`src/rtl/seq_normalizer_if.sv`:
```
// Handshake/data bundle for seq_normalizer: word in on i_valid/o_ready, result out on o_valid/i_ready.
// The master modport is the side that supplies the word and consumes the result.
interface seq_normalizer_if #(
  parameter int BIT = 8
) ();
  localparam int SW = $clog2(BIT);

  logic           i_valid;
  logic           o_ready;
  logic [BIT-1:0] i_data;
  logic           i_sel_left;
  logic           o_valid;
  logic           i_ready;
  logic [BIT-1:0] o_data;
  logic [SW-1:0]  o_shifter;
  logic           o_zero;

  modport slave (
    input  i_valid, i_data, i_sel_left, i_ready,
    output o_ready, o_valid, o_data, o_shifter, o_zero
  );

  modport master (
    output i_valid, i_data, i_sel_left, i_ready,
    input  o_ready, o_valid, o_data, o_shifter, o_zero
  );
endinterface

```
`src/rtl/seq_normalizer.sv`:
```
// Multi-cycle normalizer: shifts a word toward its MSB (left) or LSB (right) until that bit is set,
// reporting the shift count. Define NORM_FAST_EN to allow two-bit steps when two zeros lead.
module seq_normalizer #(
  parameter int BIT = 8
) (
  input  logic            i_clk,
  input  logic            i_rst,
  seq_normalizer_if.slave bus
);
  localparam int SW = $clog2(BIT);

  typedef enum logic [1:0] {
    IDLE   = 2'd0,
    SEARCH = 2'd1,
    DONE   = 2'd2
  } state_e;

  state_e         state_q, state_d;
  logic [BIT-1:0] data_q, data_d;
  logic [SW-1:0]  cnt_q, cnt_d;
  logic           dir_q, dir_d;
  logic           zero_q, zero_d;
  logic           target_bit;
`ifdef NORM_FAST_EN
  logic           inner_bit;
`endif

  // dir_q=1 normalizes toward the MSB, dir_q=0 toward the LSB.
  assign target_bit = dir_q ? data_q[BIT-1] : data_q[0];
`ifdef NORM_FAST_EN
  assign inner_bit  = dir_q ? data_q[BIT-2] : data_q[1];
`endif

  // NOTE: every always_comb output gets a default first so no path can infer a latch.
  always_comb begin
    state_d = state_q;
    data_d  = data_q;
    cnt_d   = cnt_q;
    dir_d   = dir_q;
    zero_d  = zero_q;
    unique case (state_q)
      IDLE: begin
        if (bus.i_valid) begin
          data_d  = bus.i_data;
          dir_d   = bus.i_sel_left;
          cnt_d   = '0;
          zero_d  = (bus.i_data == '0);
          state_d = (bus.i_data == '0) ? DONE : SEARCH;
        end
      end
      SEARCH: begin
        if (target_bit) begin
          state_d = DONE;
`ifdef NORM_FAST_EN
        end else if (!inner_bit) begin
          data_d = dir_q ? (data_q << 2) : (data_q >> 2);
          cnt_d  = cnt_q + SW'(2);
`endif
        end else begin
          data_d = dir_q ? (data_q << 1) : (data_q >> 1);
          cnt_d  = cnt_q + SW'(1);
        end
      end
      DONE: begin
        if (bus.i_ready) state_d = IDLE;
      end
      default: state_d = IDLE;
    endcase
  end

  // NOTE: sequential state uses non-blocking assignments so every flop samples pre-edge values.
  always_ff @(posedge i_clk or posedge i_rst) begin
    if (i_rst) begin
      state_q <= IDLE;
      data_q  <= '0;
      cnt_q   <= '0;
      dir_q   <= 1'b0;
      zero_q  <= 1'b0;
    end else begin
      state_q <= state_d;
      data_q  <= data_d;
      cnt_q   <= cnt_d;
      dir_q   <= dir_d;
      zero_q  <= zero_d;
    end
  end

  assign bus.o_ready   = (state_q == IDLE);
  assign bus.o_valid   = (state_q == DONE);
  assign bus.o_data    = data_q;
  assign bus.o_shifter = cnt_q;
  assign bus.o_zero    = zero_q;
endmodule

```
`src/flat_wrapper.sv`:
```
// flat-port wrapper written by rule: the top's interface ports become plain ports
module seq_normalizer_flat 
#(
  parameter int BIT = 8
)
  (i_clk, i_rst, bus_i_valid, bus_i_data, bus_i_sel_left, bus_i_ready, bus_o_ready, bus_o_valid, bus_o_data, bus_o_shifter, bus_o_zero);
  seq_normalizer_if #(.BIT(BIT)) bus_i ();
  input  logic i_clk;
  input  logic i_rst;
  input wire logic [$bits(bus_i.i_valid)-1:0] bus_i_valid;
  input wire logic [$bits(bus_i.i_data)-1:0] bus_i_data;
  input wire logic [$bits(bus_i.i_sel_left)-1:0] bus_i_sel_left;
  input wire logic [$bits(bus_i.i_ready)-1:0] bus_i_ready;
  output wire logic [$bits(bus_i.o_ready)-1:0] bus_o_ready;
  output wire logic [$bits(bus_i.o_valid)-1:0] bus_o_valid;
  output wire logic [$bits(bus_i.o_data)-1:0] bus_o_data;
  output wire logic [$bits(bus_i.o_shifter)-1:0] bus_o_shifter;
  output wire logic [$bits(bus_i.o_zero)-1:0] bus_o_zero;
  assign bus_i.i_valid = bus_i_valid;
  assign bus_i.i_data = bus_i_data;
  assign bus_i.i_sel_left = bus_i_sel_left;
  assign bus_i.i_ready = bus_i_ready;
  assign bus_o_ready = bus_i.o_ready;
  assign bus_o_valid = bus_i.o_valid;
  assign bus_o_data = bus_i.o_data;
  assign bus_o_shifter = bus_i.o_shifter;
  assign bus_o_zero = bus_i.o_zero;
  seq_normalizer #(.BIT(BIT)) u_core (.i_clk(i_clk), .i_rst(i_rst), .bus(bus_i));
endmodule
```
`config.mk`:
```
export PLATFORM = sky130hd
export DESIGN_NAME = seq_normalizer_flat
export DESIGN_NICKNAME = d
export VERILOG_FILES = /design/src/rtl/seq_normalizer_if.sv /design/src/rtl/seq_normalizer.sv /design/src/flat_wrapper.sv
export SDC_FILE = /design/constraint.sdc
export NUM_CORES = 1
export LEC_CHECK = 0
export BUFFER_PORTS_ARGS = -buffer_cell sky130_fd_sc_hd__clkbuf_2
export CAP_MARGIN = 0
export CORE_ASPECT_RATIO = 1.5
export CORE_MARGIN = 3
export CORE_UTILIZATION = 44
export DETAILED_ROUTE_END_ITERATION = 10
export PLACE_DENSITY = 0.73
export SYNTH_ARGS = -nofsm -noshare
export SYNTH_HDL_FRONTEND = slang
export SYNTH_SLANG_ARGS = --single-unit
```
`constraint.sdc`:
```
create_clock -name i_clk -period 1.48 [get_ports i_clk]
set_clock_uncertainty 0.1 [all_clocks]
set_input_delay 0.222 -clock i_clk [delete_from_list [all_inputs] [get_ports i_clk]]
set_output_delay 0.222 -clock i_clk [all_outputs]
set_load 0.03 [all_outputs]
```
==> impl_metrics.csv, run 1 <==
group,metric,value,unit
cts,cts_buffers,3,
place,gp_congestion,0.782,
global_routing,use_met2,30.3,%
yosys,synth_top_cell_by_area,"dfrtp_1",
worst_setup_path,crit_chain,"buf_6, mux2i_4, a22o_1, buf_6, mux2_4",
worst_setup_path,path_delay_family,"multiplexers",
floorplanning,fp.dieH,60.5,µm
finish,nNetsFinal,129,
yosys,ys.flop_type,"dfrtp_1",
yosys,syn_inst,70,
timing,slew_headroom,59.4,%
global_routing,grt_pass1_vias,743,
yosys,synth_warnings,0,
pwr,p_leak,0.000651,µW
timing,hold_viol,0,
run,cap_violations,0,
finish,post-route-util,67.3,%
yosys,synth.most_common_cell,"dfrtp_1",
global_routing,overflow,0,
global_routing,met1_usage,20.1,%
worst_setup_path,cp_num_buf_inv,2,
cts,cts_sinks,15,
timing,whs,0.0219,ns
timing,fin_crit_sh,111,%
timing,final.setup.tns,-1.39,ns
floorplanning,die-area,2560,µm²
finish,drive_above_1_share,64.0,%
finish,antenna_cells,0,
run_status,status,"complete, but fails checks",
global_routing,grt_max_degree,16,
global_routing,grtUsageMet3,2.08,%
timing,rsz0062_at_grt,"yes",
yosys,synth-edff-count,0,
floorplanning,coreArea,1850,µm²
finish,stdcell_area,1250,µm²
yosys,synth_area_per_cell,12.4,µm²
timing,worst_pin_slew,0.608,ns
floorplanning,rows,19,
yosys,synthTopCellsByArea,"dfrtp_1 (43%), mux2_1 (14%), mux2_4 (14%)",
yosys,yosysSeqAreaShare,43.1,%
cts,cts_tree,"done",
worst_setup_path,cp_slowest_cell,"dfrtp_1",
drt,drtIter0Drc,7,
global_routing,antenna_found_initial,0,
worst_setup_path,crit_fanout,5,
finish,fillers,146,
run_status,violations,"negative setup slack",
drt,vias_per_cell,5.13,
yosys,synthDominantCellAreaShare,43.1,%
place,placed_cell_area,1150,µm²
place,dp_hpwl,1490,µm
yosys,synth_seq_cells,15,
cts,h-tree-depth,1,
timing,setup_ws,-0.160,ns
timing,setup_viol,10,
yosys,ys_top_cells_by_count,"dfrtp_1 (15), mux2_1 (11), mux2_4 (8)",
place,io_buffers,26,
timing,period_minus_slack,1.64,ns
yosys,synth_fp_nets,84,
timing,fmax,610,MHz
drt,wirelength,1950,µm
cts,clock_latency,0.28,ns
worst_setup_path,endpoint_kind,"flip-flop",
pwr,p_per_area,2630,nW/µm²
drt,drc_errors,0,
yosys,netlist_area,871,µm²
cts,cts.clk_slew.worst_paths,0.09,ns
floorplanning,start_util,47.0,%
yosys,synth.distinct_cells,23,
floorplanning,num_io_pins,27,
worst_setup_path,worstPathRequired,1.56,ns
worst_setup_path,slowest_delay,0.42,ns
drt,detail-route-antenna-nets,0,
worst_hold_path,hold_class,"input port to flip-flop",
drt,wire_per_inst,14.5,µm
global_routing,grt_pass1_wl,3270,µm
timing,slew_viol_final,0,
worst_setup_path,crit_path_start_kind,"flip-flop",
worst_setup_path,criticalPathCategory,"flip-flop to flip-flop",
worst_setup_path,critPathArrivalTime,1.72,ns
worst_setup_path,crit_top_cell,"buf_6",
cts,cts.path.max_buffers,2,
global_routing,grt-busiest-layer,"met2",
drt,dr_total_vias,693,
drt,drt_first_pass_iters,2,
cts,postCtsSetupBuffers,0,
finish,synthToLayoutAreaGrowth,43.4,%
cts,cts-root-buf,"clkbuf_4",
floorplanning,die_w,42.3,µm
pwr,peakVddDrop,1.45,mV
global_routing,grt_usage,16.9,%
yosys,async_flop_share,100,%
metrics by stage:
step,worst slack (ns),cells,total power [µW]
finish,-0.160,135,3280
global route,-0.196,135,3480
CTS,-0.151,135,3080
detailed placement,-0.150,130,2780
global placement,-0.118,130,2730
floorplan,-0.0776,70,2160
kinds of logic after synthesis:
logic type,synth area share [%]
adder cells (fa/ha/maj),1.44
AO/OA/AOI/OAI,3.45
AND/OR/NAND/NOR,10.2
multiplexers,36.9
buffers and inverters,4.88
flip-flops,43.1
metal layers:
| layer | up-vias | part of all wire [%] |
|---|---|---|
| met5 | - | 0 |
| met4 | 0 | 1.4 |
| met3 | 2 | 4.2 |
| met2 | 18 | 54 |
| met1 | 334 | 41 |
| li1 | 339 | - |
flip-flops by register name, indices dropped and copies added (netlist names):
name                  cells
u_core.bus.o_shifter      3
u_core.state_q            2
u_core.bus.o_zero         1
u_core.dir_q              1
u_core.bus.o_data         8
what timing repair did:
item,CTS,global route
hold buffers,1,0
pin swaps,0,1
gates resized for setup,4,16
hold endpoints to repair,15,0
endpoints found under the setup margin,12,14
final cells by class:
class / count / area (µm²) / area share (%)
multi-input cells: 48 / 507 / 40.6
flip-flops and latches: 15 / 382 / 30.6
repair buffers: 43 / 293 / 23.4
clock buffers: 4 / 26.3 / 2.10
well taps: 21 / 26.3 / 2.10
inverters: 4 / 15.0 / 1.20
power breakdown:
group | leakage [µW] | total (µW) | switching (µW) | internal (µW)
clock | 0.0000150 | 241 | 136 | 105
sequential | 0.000180 | 801 | 189 | 612
combinational | 0.000457 | 2240 | 981 | 1260
total | 0.000651 | 3280 | 1310 | 1970
final timing paths:
path	end	cells past startpoint	slack, ns	from
max in group asynchronous	u_core.state_q[1]$_DFFE_PP0P_	3	0.42	i_rst
setup / recovery	u_core.bus.o_data[0]$_DFFE_PP0P_	5	-0.16	u_core.dir_q$_DFFE_PP0P_
min in group asynchronous	u_core.bus.o_shifter[1]$_DFFE_PP0P_	3	0.43	i_rst
setup reg to reg	u_core.bus.o_data[0]$_DFFE_PP0P_	5	-0.16	u_core.dir_q$_DFFE_PP0P_
hold reg to reg	u_core.bus.o_shifter[2]$_DFFE_PP0P_	1	0.37	u_core.bus.o_shifter[2]$_DFFE_PP0P_
hold / removal	u_core.state_q[1]$_DFFE_PP0P_	2	0.02	bus_i_ready
cell usage in the layout, fill, tap and decap left out, types with 2 or more instances in the layout:
master | Yosys | final
buf_4 | 0 | 10
clkbuf_2 | 0 | 24
mux2_1 | 11 | 4
buf_6 | 2 | 6
nand3_1 | 2 | 2
clkbuf_4 | 0 | 3
mux2i_1 | 3 | 3
dfrtp_1 | 15 | 10
mux2_2 | 3 | 3
inv_1 | 4 | 4
dfrtp_2 | 0 | 5
nand2_1 | 6 | 6
mux2_4 | 8 | 15
nor4_1 | 2 | 2
Power figures use the tool's default switching activity.
==> run 2: changes to the inputs <==
Settings changed: CORE_ASPECT_RATIO 1.5 to 0.8.
Clock period 1.48 ns to 1.5 ns, I/O delays scaled along.
==> run 2 against run 1 <==
Compared with the run above: register-to-register slack about the same; largest cell class unchanged; sequential power decreased by 1%; the flow still finishes with violations (negative setup slack); core utilization increased by 5.1 points; non-clock buffer count unchanged.
==> impl_metrics.csv, run 2 (synthesis results as in run 1) <==
group,metric,value,unit
worst_setup_path,cp_num_buf_inv,2,
floorplanning,coreArea,1740,µm²
cts,cts_buffers,3,
worst_setup_path,cp.depth,5,
global_routing,grt_usage,19.2,%
cts,cts_tree,"done",
worst_setup_path,crit_top_cell,"buf_6",
timing,setup_viol,10,
drt,detail-route-antenna-nets,0,
timing,worst_pin_slew,0.589,ns
cts,cts.path.max_buffers,2,
finish,final_cell_mix,"clkbuf_2 (24), mux2_4 (13), dfrtp_1 (11)",
global_routing,grt_pass1_wl,3470,µm
worst_setup_path,crit_path_start_kind,"flip-flop",
worst_hold_path,min_path_cells,2,
floorplanning,num_io_pins,27,
drt,vias_per_cell,5.05,
worst_setup_path,crit_chain,"buf_6, mux2i_4, a22o_1, buf_6, mux2_4",
timing,fin_crit_sh,110,%
drt,dr_total_vias,687,
finish,multiInputGateArea,499,µm²
place,dp_cells,129,
pwr,p_per_area,2590,nW/µm²
drt,wire_per_inst,15.4,µm
finish,drive_above_1_share,62.3,%
timing,hold_viol,0,
finish,fillers,125,
drt,drt_first_pass_iters,4,
worst_hold_path,hold_class,"input port to flip-flop",
worst_setup_path,criticalPathCategory,"flip-flop to flip-flop",
run,cap_violations,0,
finish,final_common_cell,"clkbuf_2",
timing,rsz0062_at_grt,"yes",
finish,post-route-util,72.4,%
worst_setup_path,critPathArrivalTime,1.73,ns
global_routing,grt_pass1_vias,700,
cts,clock_latency,0.29,ns
drt,drtIter0Drc,12,
timing,setup_ws,-0.154,ns
floorplanning,rows,13,
floorplanning,die-area,2550,µm²
global_routing,grt_max_degree,16,
cts,cts-root-buf,"clkbuf_4",
place,dp_hpwl,1610,µm
pwr,p_leak,0.000651,µW
drt,wirelength,2090,µm
timing,final.setup.tns,-1.34,ns
floorplanning,fp.dieH,45.8,µm
worst_setup_path,worst-r2r-cell-count,5,
worst_setup_path,endpoint_kind,"flip-flop",
cts,cts_sinks,15,
run_status,status,"complete, but fails checks",
finish,largest_register_ffs,8,
finish,finalNonFillerCells,136,
drt,drc_errors,0,
timing,period_minus_slack,1.65,ns
finish,register_area,380,µm²
global_routing,overflow,0,
place,gp_congestion,0.733,
worst_setup_path,slowest_delay,0.42,ns
place,io_buffers,26,
worst_setup_path,worstPathRequired,1.58,ns
finish,synthToLayoutAreaGrowth,44.7,%
worst_setup_path,cp_slowest_cell,"dfrtp_1",
floorplanning,die_w,55.7,µm
cts,cts.clk_slew.worst_paths,0.09,ns
run_status,violations,"negative setup slack",
timing,slew_headroom,60.7,%
finish,nNetsFinal,129,
global_routing,antenna_found_initial,0,
worst_setup_path,crit_fanout,4,
worst_setup_path,path_delay_family,"multiplexers",
floorplanning,start_util,50.0,%
timing,fmax,605,MHz
pwr,peakVddDrop,1.89,mV
cts,h-tree-depth,1,
timing,slew_viol_final,0,
finish,antenna_cells,0,
[run 2: cell count changes in the layout (fill, tap and decap cells not counted)]
cell	change
buf_12	+1
buf_2	-1
buf_4	-1
buf_6	+1
dfrtp_1	+1
dfrtp_2	-1
inv_1	-1
inv_2	+1
mux2_1	+2
mux2_4	-2
[run 2: worst paths after layout]
| path | start | endpoint | slack (ns) |
|---|---|---|---|
| min reg2reg | u_core.bus.o_shifter[2]$_DFFE_PP0P_ | u_core.bus.o_shifter[2]$_DFFE_PP0P_ | 0.38 |
| max | u_core.dir_q$_DFFE_PP0P_ | u_core.bus.o_data[3]$_DFFE_PP0P_ | -0.15 |
| min | bus_i_ready | u_core.state_q[1]$_DFFE_PP0P_ | 0.05 |
| max reg2reg | u_core.dir_q$_DFFE_PP0P_ | u_core.bus.o_data[3]$_DFFE_PP0P_ | -0.15 |
| max in group asynchronous | i_rst | u_core.bus.o_data[3]$_DFFE_PP0P_ | 0.46 |
| min in group asynchronous | i_rst | u_core.bus.o_data[2]$_DFFE_PP0P_ | 0.42 |
[run 2: stage by stage]
step,power (µW),setup WS [ns],hold slack [ns],area (µm²)
global route,3470,-0.202,0.0453,1260
CTS,3110,-0.137,0.0479,1210
global placement,2690,-0.0838,0.197,1140
detailed placement,2760,-0.138,0.197,1140
floorplan,2140,-0.0576,0.0262,903
finish,3270,-0.154,0.0528,1260
[run 2: cell type report]
cell class | count | area share, %
Sequential cell | 15 | 30.2
Multi-Input combinational cell | 48 | 39.6
Timing Repair Buffer | 43 | 24.7
Inverter | 4 | 1.19
Clock buffer | 4 | 2.09
Tap cell | 22 | 2.18
[run 2: what timing repair did]
item | in CTS | in global routing
pin swaps | 0 | 4
setup endpoints to repair | 14 | 14
buffers inserted | 1 | 1
hold buffers | 1 | 0
hold endpoints to repair | 15 | 0
resized for setup | 7 | 13
[run 2: where the power goes]
group / switching, µW / total, µW / internal (µW)
combinational: 997 / 2240 / 1240
sequential: 187 / 789 / 602
clock: 136 / 239 / 103
[run 2: metal layers]
layer / GRT usage, % / vias up / wire, µm
met1: 23.9 / 320 / 932
met5: 0 / - / 0
met3: 5.95 / 5 / 126
met4: 7.28 / 0 / 25
met2: 32.1 / 22 / 1000
li1: - / 340 / -
[run 2: worst register-to-register path: cells and delay by family, from the launching register on]
family	cells	cell delay (ns)
DFF	1	0.42
muxes	2	0.46
buffers and inverters	2	0.28
AOI/OAI and AO/OA	1	0.27
==> run 3: changes to the inputs <==
Settings changed: BUFFER_PORTS_ARGS -buffer_cell sky130_fd_sc_hd__clkbuf_2 to unset, CELL_PAD_IN_SITES_DETAIL_PLACEMENT set to 0, CELL_PAD_IN_SITES_GLOBAL_PLACEMENT set to 1, CORE_UTILIZATION 44 to 42, DONT_BUFFER_PORTS set to 1, PLACE_DENSITY 0.73 to unset, PLACE_DENSITY_LB_ADDON set to 0.1.
==> run 3 against run 2 <==
Compared with the run above: the run still ends with negative setup slack left; final cell count shrank 11%; power shrank 1.4%; critical path depth is the same; routed wire length shrank 4.1%; non-clock buffer count shrank 17; critical path type unchanged; largest power group unchanged; highest routed layer is now met3.
==> impl_metrics.csv, run 3 (synthesis results as in run 1) <==
group,metric,value,unit
timing,setup_ws,-0.109,ns
global_routing,antenna_found_initial,0,
floorplanning,fp.dieH,46.7,µm
drt,vias_per_cell,5.27,
worst_setup_path,r2r-start,"u_core.dir_q$_DFFE_PP0P_",
drt,detail-route-antenna-nets,0,
cts,cts_sinks,15,
floorplanning,die-area,2660,µm²
pwr,p_per_area,2680,nW/µm²
timing,whs,0.105,ns
pwr,switching_power,1280,µW
run,cap_violations,0,
worst_hold_path,hp-start,"bus_i_data[2]",
floorplanning,num_io_pins,27,
worst_setup_path,worstPathRequired,1.57,ns
place,dp_cells,112,
worst_setup_path,critPathArrivalTime,1.68,ns
global_routing,grt_usage,15.5,%
pwr,seqPwrFrac,25.1,%
floorplanning,rows,14,
drt,drc_errors,0,
worst_hold_path,hold_class,"input port to flip-flop",
finish,nNetsFinal,112,
timing,fmax,622,MHz
pwr,combPwrFrac,67.7,%
place,io_buffers,0,
timing,slew_headroom,61.5,%
worst_setup_path,endpoint_kind,"flip-flop",
worst_setup_path,slowest_delay,0.41,ns
worst_setup_path,crit_fanout,9,
pwr,p_leak,0.000586,µW
run_status,violations,"negative setup slack",
timing,period_minus_slack,1.61,ns
place,gp_congestion,0.693,
drt,drtIter0Drc,13,
floorplanning,start_util,45.2,%
pwr,sw_frac_of_total,39.8,%
cts,clock_latency,0.28,ns
global_routing,grt_pass1_wl,2960,µm
global_routing,grt_max_degree,16,
timing,rsz0062_at_grt,"yes",
cts,cts-root-buf,"clkbuf_4",
pwr,peakVddDrop,1.43,mV
drt,dr_total_vias,638,
cts,cts_buffers,3,
timing,hold_viol,0,
global_routing,grt_pass1_vias,626,
finish,antenna_cells,0,
finish,final_common_cell,"buf_4",
timing,slew_viol_final,0,
pwr,finalPower,3220,µW
drt,wirelength,2000,µm
timing,fin_crit_sh,107,%
cts,cts.path.max_buffers,2,
finish,fillers,160,
cts,h-tree-depth,1,
cts,cts_tree,"done",
drt,drt_first_pass_iters,4,
worst_setup_path,criticalPathCategory,"flip-flop to flip-flop",
finish,finalNonFillerCells,121,
worst_setup_path,critPathLaunch,"u_core.dir_q$_DFFE_PP0P_",
pwr,clkPwrFrac,7.1,%
finish,largest_register_ffs,8,
worst_setup_path,crit_chain,"buf_6, mux2i_4, a22o_1, buf_12, mux2_4",
floorplanning,die_w,56.9,µm
finish,stdcell_area,1200,µm²
global_routing,overflow,0,
timing,setup_viol,9,
timing,worst_pin_slew,0.577,ns
cts,cts.clk_slew.worst_paths,0.09,ns
worst_setup_path,crit_path_start_kind,"flip-flop",
finish,synthToLayoutAreaGrowth,38.2,%
finish,drive_above_1_share,54.6,%
run_status,status,"complete, but fails checks",
place,dp_hpwl,1460,µm
timing,final.setup.tns,-0.889,ns
finish,final_cell_mix,"buf_4 (16), mux2_4 (15), dfrtp_1 (11)",
worst_setup_path,cp_slowest_cell,"dfrtp_1",
pwr,p_int,1940,µW
place,placed_cell_area,1080,µm²
floorplanning,coreArea,1930,µm²
drt,wire_per_inst,16.6,µm
-- run 3: changes by cell type in the layout (fill, tap and decap cells not counted), sizes merged --
cell	delta
clkbuf	-24
buf	+4
dlygate4sd3	+3
-- run 3: area by class of cell --
type	count	area (µm²)	share of cell area [%]
clock buffer	4	26.3	2.18
inverter	4	15.0	1.25
timing repair buffer	26	245	20.4
sequential	15	380	31.6
multi-input combinational	48	507	42.1
tap	24	30.0	2.49
-- run 3: layer usage --
metal | vias up | global-route usage, % | wire [µm]
met1 | 311 | 19.5 | 928
met2 | 23 | 24.6 | 924
met3 | 0 | 7.28 | 150
li1 | 304 | - | -
met5 | - | 0 | 0
met4 | 0 | 3.70 | 0
-- run 3: power groups by stage --
stage / sequential [µW] / clock (µW) / combinational, µW
floorplan: 1060 / 0 / 1080
global placement: 793 / 0 / 1940
detailed placement: 807 / 0 / 1960
CTS: 807 / 245 / 2050
global route: 833 / 259 / 2310
finish: 810 / 230 / 2180
-- run 3: final timing paths --
check                                                   end  slack, ns  cells after the start
min in group asynchronous     u_core.bus.o_zero$_DFFE_PP0P_       0.33                      2
max in group asynchronous  u_core.bus.o_data[7]$_DFFE_PP0P_       0.56                      2
setup / recovery           u_core.bus.o_data[7]$_DFFE_PP0P_      -0.11                      5
setup reg to reg           u_core.bus.o_data[7]$_DFFE_PP0P_      -0.11                      5
hold reg to reg            u_core.bus.o_data[1]$_DFFE_PP0P_       0.47                      1
hold / removal                u_core.bus.o_zero$_DFFE_PP0P_       0.10                      3
-- run 3: timing repair --
action	in CTS	in global routing
endpoints found under the hold margin	18	0
gates resized for setup	5	9
pin swaps	0	1
hold buffers	4	0
buffers inserted	0	1
endpoints found under the setup margin	8	10
-- run 3: worst max-delay path: cells and delay by family (launching register included) --
family / cells / cell delay (ns)
flip-flops: 1 / 0.41
AO/OA/AOI/OAI: 1 / 0.24
buffers and inverters: 2 / 0.29
multiplexers: 2 / 0.46
-- run 3: through the flow --
step	setup slack [ns]	utilization, %
floorplan	-0.0576	-
global placement	-0.0999	56.2
detailed placement	-0.118	56.2
CTS	-0.116	60.6
global route	-0.149	62.5
finish	-0.109	62.5
